$ cat src/rtl/mem_access_unit.sv
// Load/store controller: sub-word LEGv8 loads/stores onto a 64-bit doubleword RAM.
// Optional feature macro: LSU_ALIGN_CHECK_EN (misalignment becomes an error instead of rounding down).
module mem_access_unit #(
   parameter int unsigned MEM_WORDS = 32
) (
   input  logic        clk,
   input  logic        reset,
   input  logic        req_valid,
   output logic        req_ready,
   input  logic        req_write,
   input  logic [1:0]  req_size,
   input  logic        req_signed,
   input  logic [63:0] req_addr,
   input  logic [63:0] req_wdata,
   output logic        resp_valid,
   output logic [63:0] resp_rdata,
   output logic        resp_err,
   output logic [63:0] mem_addr,
   output logic        mem_read_en,
   output logic        mem_write_en,
   output logic [63:0] mem_wdata,
   input  logic [63:0] mem_rdata
);

   typedef enum logic [1:0] {StIdle, StRead, StWrite, StResp} state_e;

   state_e      state_q, state_d;
   logic        write_q, write_d;
   logic [1:0]  size_q, size_d;
   logic        signed_q, signed_d;
   logic [63:0] addr_q, addr_d;
   logic [63:0] wdata_q, wdata_d;
   logic [63:0] rdata_q, rdata_d;
   logic        resp_valid_d, resp_err_d;
   logic [63:0] resp_rdata_d;

   // Low address bits that must be zero for a naturally aligned access of this size.
   function automatic logic [2:0] size_mask(input logic [1:0] size);
      return 3'((4'd1 << size) - 4'd1);
   endfunction

   logic req_err;
   always_comb begin
      req_err = (req_addr >> 3) >= 64'(MEM_WORDS);
`ifdef LSU_ALIGN_CHECK_EN
      if ((req_addr[2:0] & size_mask(req_size)) != 3'd0) req_err = 1'b1;
`endif
   end

   // Offset rounded down to size alignment; a no-op when alignment is enforced.
   logic [2:0]  off;
   logic [5:0]  shamt;
   logic [63:0] lane;
   logic [63:0] load_data;
   logic [3:0]  nbytes;
   logic [7:0]  lane_mask;
   logic [7:0]  byte_en;
   logic [63:0] wdata_sh;

   always_comb begin
      off       = addr_q[2:0] & ~size_mask(size_q);
      shamt     = {off, 3'b000};
      lane      = mem_rdata >> shamt;
      nbytes    = 4'd1 << size_q;
      lane_mask = 8'((9'd1 << nbytes) - 9'd1);
      byte_en   = lane_mask << off;
      wdata_sh  = wdata_q << shamt;
      case (size_q)
         2'd0:    load_data = signed_q ? {{56{lane[7]}}, lane[7:0]}   : {56'd0, lane[7:0]};
         2'd1:    load_data = signed_q ? {{48{lane[15]}}, lane[15:0]} : {48'd0, lane[15:0]};
         2'd2:    load_data = signed_q ? {{32{lane[31]}}, lane[31:0]} : {32'd0, lane[31:0]};
         default: load_data = lane;
      endcase
      for (int k = 0; k < 8; k++) begin
         mem_wdata[8*k +: 8] = byte_en[k] ? wdata_sh[8*k +: 8] : rdata_q[8*k +: 8];
      end
   end

   always_comb begin
      state_d      = state_q;
      write_d      = write_q;
      size_d       = size_q;
      signed_d     = signed_q;
      addr_d       = addr_q;
      wdata_d      = wdata_q;
      rdata_d      = rdata_q;
      resp_valid_d = 1'b0;
      resp_err_d   = 1'b0;
      resp_rdata_d = 64'd0;
      case (state_q)
         StIdle: begin
            if (req_valid) begin
               write_d  = req_write;
               size_d   = req_size;
               signed_d = req_signed;
               addr_d   = req_addr;
               wdata_d  = req_wdata;
               if (req_err) begin
                  state_d      = StResp;
                  resp_valid_d = 1'b1;
                  resp_err_d   = 1'b1;
               end else if (req_write && req_size == 2'b11) begin
                  state_d = StWrite;
               end else begin
                  state_d = StRead;
               end
            end
         end
         StRead: begin
            rdata_d = mem_rdata;
            if (write_q) begin
               state_d = StWrite;
            end else begin
               state_d      = StResp;
               resp_valid_d = 1'b1;
               resp_rdata_d = load_data;
            end
         end
         StWrite: begin
            state_d      = StResp;
            resp_valid_d = 1'b1;
         end
         default: state_d = StIdle;
      endcase
   end

   always_ff @(posedge clk) begin
      if (reset) begin
         state_q    <= StIdle;
         write_q    <= 1'b0;
         size_q     <= 2'd0;
         signed_q   <= 1'b0;
         addr_q     <= 64'd0;
         wdata_q    <= 64'd0;
         rdata_q    <= 64'd0;
         resp_valid <= 1'b0;
         resp_err   <= 1'b0;
         resp_rdata <= 64'd0;
      end else begin
         state_q    <= state_d;
         write_q    <= write_d;
         size_q     <= size_d;
         signed_q   <= signed_d;
         addr_q     <= addr_d;
         wdata_q    <= wdata_d;
         rdata_q    <= rdata_d;
         resp_valid <= resp_valid_d;
         resp_err   <= resp_err_d;
         resp_rdata <= resp_rdata_d;
      end
   end

   assign req_ready    = (state_q == StIdle);
   assign mem_addr     = {3'b000, addr_q[63:3]};
   // Gated by reset so an aborted access never touches the RAM.
   assign mem_read_en  = !reset && (state_q == StRead);
   assign mem_write_en = !reset && (state_q == StWrite);

endmodule
$ cat config.mk
export PLATFORM = sky130hd
export DESIGN_NAME = mem_access_unit
export DESIGN_NICKNAME = d
export VERILOG_FILES = /design/src/rtl/mem_access_unit.sv
export SDC_FILE = /design/constraint.sdc
export NUM_CORES = 1
export LEC_CHECK = 0
export ABC_AREA = 1
export BUFFER_PORTS_ARGS = -buffer_cell sky130_fd_sc_hd__buf_2
export CAP_MARGIN = 40
export CORE_MARGIN = 3
export CORE_UTILIZATION = 53
export CTS_CLUSTER_SIZE = 24
export DETAILED_ROUTE_END_ITERATION = 8
export HOLD_SLACK_MARGIN = 0.15
export PLACE_DENSITY = 0.81
export SYNTH_ARGS = -nofsm -noshare
export SYNTH_HDL_FRONTEND = slang
export SYNTH_SLANG_ARGS = --single-unit
$ cat constraint.sdc
create_clock -name clk -period 7.3 [get_ports clk]
set_input_delay 1.095 -clock clk [delete_from_list [all_inputs] [get_ports clk]]
set_output_delay 1.095 -clock clk [all_outputs]
set_load 0.02 [all_outputs]
==> results by group <==
Setup path
  – Worst setup EP type: output port
  – Crit start category: flop
  – Max Fanout on Critical Path: 50
  – Critical path type: reg2out
  – Crit path arrival time: between 4000 and 5000 ps
  – Worst EP required: 6200 ps

Timing
  – Max Fclk: between 150 and 200 MHz
  – Clock skew: around 14 ps
  – Final setup vio count: 0
  – Min Tclk post-route: between 5000 and 6000 ps
  – Post-route setup TNS: 0 ps
  – Worst-margin pin slew: a little under 900 ps
  – RSZ-0062 raised after global routing: no
  – Slew HR: 0.403
  – Hold Slack: around 480 ps
  – Fin. Hold Viols: 0
  – Period utilisation layout: 0.769
  – Slew Viols, Final: 0

Global routing
  – First-pass GRT wire length: roughly 80000 um
  – Vias in the first global route: approximately 14000
  – Largest net degree at the start of global routing: approximately 110
  – Initial antenna violation count: 4
  – Congestion Overflow GR: 0
  – All-Layer GR Usage: 0.345

Clocking
  – Total setup buffers inserted after CTS: 0
  – CTS tree: yes
  – Root Buffer: clkbuf_16
  – CTS Buf Count: 29
  – Clk slew on worst S/H paths: 70 ps
  – CTS max path bufs: 3
  – Clock sink count: around 260
  – Post-cts repair resize count: 0
  – H-tree depth: 1
  – Clock latency at the later pin of the worst-skew pair: about 560 ps
  – Post-CTS Hold Buffers: 0

Outcome
  – Status: completed

Synthesis
  – Synthesized flop and latch total: about 260
  – Syn Area/Cell: roughly 6.6 um2
  – Synth warn: 0
  – Synth Cell Area: ~0.014 mm2
  – Seq/Total Area, Yosys: 0.380
  – Post-synthesis cell type count: 37
  – Synth Instances: between 2000 and 2500

Flow run
  – Max Cap Viol: 0

Routing
  – WL/cell: between 15 and 20 um
  – DRT Wirelength: between 50000 and 60000 um
  – Post-route DRC: 0
  – Vias: approximately 15000
  – DR iter-0 viols: ~1600
  – Vias per cell: between 5 and 6
  – Final ANT Viol Nets: 0
  – First-pass detailed-route iteration total: 6

Placement
  – Dpl hpwl: 38700 um
  – I/O Buffers: around 400
  – Placer Congestion: approximately 1.1

Die
  – Core Area: around 0.025 mm2
  – Die area: around 0.028 mm2
  – Die X: 168 um
  – Initial Util: 0.546
  – Row cnt: 58
  – Die height: between 150 and 200 um
  – Ports: between 300 and 400

Power and ir drop
  – Pleak: approximately 8.5 nW
  – P per Cell Area: between 400 and 500 mW/mm2
  – VDD IR-drop max: around 0.27 mV

Layout
  – Nets: 2539
  – Final core area utilization: 0.644
  – Fraction of layout cells with a size suffix above 1: 0.211
  – Area delta synth->final: 17.8%

Min path
  – Min-Delay Path Class: reg2reg
kinds of logic (layout without fill, tap and decap cells):
| logic type | count (synthesis) | count (layout) | share of synthesized area |
|---|---|---|---|
| other | 1 | 6 | 0.000269 |
| AOI/OAI and AO/OA | 526 | 526 | 0.207 |
| and+or+nand+nor | 930 | 930 | 0.271 |
| buffers and inverters | 374 | 620 | 0.132 |
| muxes | 9 | 9 | 0.00656 |
| adders and majority gates | 5 | 5 | 0.00450 |
| DFF | 264 | 264 | 0.380 |
final timing paths:
| check | start | endpoint | slack (ps) | cells after the start |
|---|---|---|---|---|
| min | addr_q[36] | addr_q[36] | 480 | 2 |
| min reg2reg | addr_q[36] | addr_q[36] | 480 | 2 |
| max reg2reg | size_q[1] | resp_rdata[29] | 2500 | 13 |
| max | size_q[1] | mem_wdata[51] | 1680 | 12 |
report_power, final:
part / switching (mW) / internal (mW) / leakage (nW)
combinational: 2.35 / 0.956 / 5.77
clock: 0.628 / 1.04 / 0.533
sequential: 0.248 / 1.81 / 2.17
total: 3.23 / 3.81 / 8.47
layer usage:
layer  share of wire  track usage  vias up  wire length, um
met1            0.40        0.454     6715            20600
met4           0.062        0.176        2             3180
li1                -            -     7264                -
met2            0.45        0.551      818            23100
met3           0.085       0.0533      198             4340
met5         0.00039            0        -               20
cells in the mapped netlist:
library cell | number | area share
o31ai_1 | 1 | 0.00054
mux2i_1 | 8 | 0.0058
a21oi_1 | 111 | 0.040
o21ai_0 | 278 | 0.10
or2_2 | 1 | 0.00045
a2bb2oi_4 | 1 | 0.0019
nor2_1 | 334 | 0.090
nand3_1 | 101 | 0.036
buf_6 | 18 | 0.015
buf_2 | 35 | 0.013
conb_1 | 1 | 0.00027
mux2_2 | 1 | 0.00081
o211ai_2 | 7 | 0.0063
nand2_1 | 444 | 0.12
nor3_1 | 1 | 0.00036
clkbuf_1 | 88 | 0.024
o211ai_1 | 38 | 0.020
buf_1 | 9 | 0.0024
a31oi_1 | 20 | 0.0090
inv_1 | 150 | 0.040
dfxtp_1 | 264 | 0.38
nand2_2 | 1 | 0.00045
o21bai_1 | 1 | 0.00054
nand4_1 | 35 | 0.016
or2_1 | 2 | 0.00090
o21ai_1 | 55 | 0.020
o21ai_2 | 6 | 0.0038
or2_0 | 4 | 0.0018
nor2_2 | 1 | 0.00045
o21a_1 | 8 | 0.0043
inv_2 | 6 | 0.0016
clkinv_1 | 2 | 0.00054
ha_1 | 5 | 0.0045
nor2_4 | 1 | 0.00081
nand3_2 | 3 | 0.0022
nand2_4 | 2 | 0.0016
buf_4 | 66 | 0.036
state kept, by name, summed over array words and instances, names as in the netlist:
register / cells
resp_rdata: 64
size_q: 2
write_q: 1
rdata_q: 64
resp_err: 1
wdata_q: 64
signed_q: 1
resp_valid: 1
addr_q: 64
state_q: 2
per-stage QoR:
stage          power, mW  area [um2]  setup WS [ps]  instances
2_1_floorplan       4.36       13900           3920       2111
3_3_place_gp        5.23       15200           2460       2630
3_5_place_dp        5.30       15300           2360       2634
4_1_cts             6.97       16400           1760       2687
5_1_grt             7.43       16400           1360       2690
6_report            7.04       16400           1680       2690
worst max-delay path: stages, from the launching register on:
cell	delay, ps
dfxtp_1	850
nor2_4	210
ha_1	380
nand2_4	270
inv_2	720
nand2_1	150
inv_2	140
nor2_1	50
nor2_1	580
inv_1	260
nand2_1	120
nand2_1	60
buf_2	150
area by class of cell:
class                           instances  area (um2)
Multi-Input combinational cell       1473        6840
Fill cell                            2346        9080
Clock buffer                           32         767
Sequential cell                       264        5290
Antenna cell                            3        7.51
Timing Repair Buffer                  409        2150
Tap cell                              330         413
Inverter                              158         596
Clock inverter                         21         332
placed cells by master, fill, tap and decap left out, drive strengths merged, types with 35 or more instances in the layout:
cell type,netlist,routed
a21oi,111,111
buf,128,409
dfxtp,264,264
inv,156,158
nand2,447,447
nand3,104,104
nand4,35,35
nor2,336,336
o211ai,45,45
o21ai,339,339
Note: power is estimated with default switching activity, not from simulation.
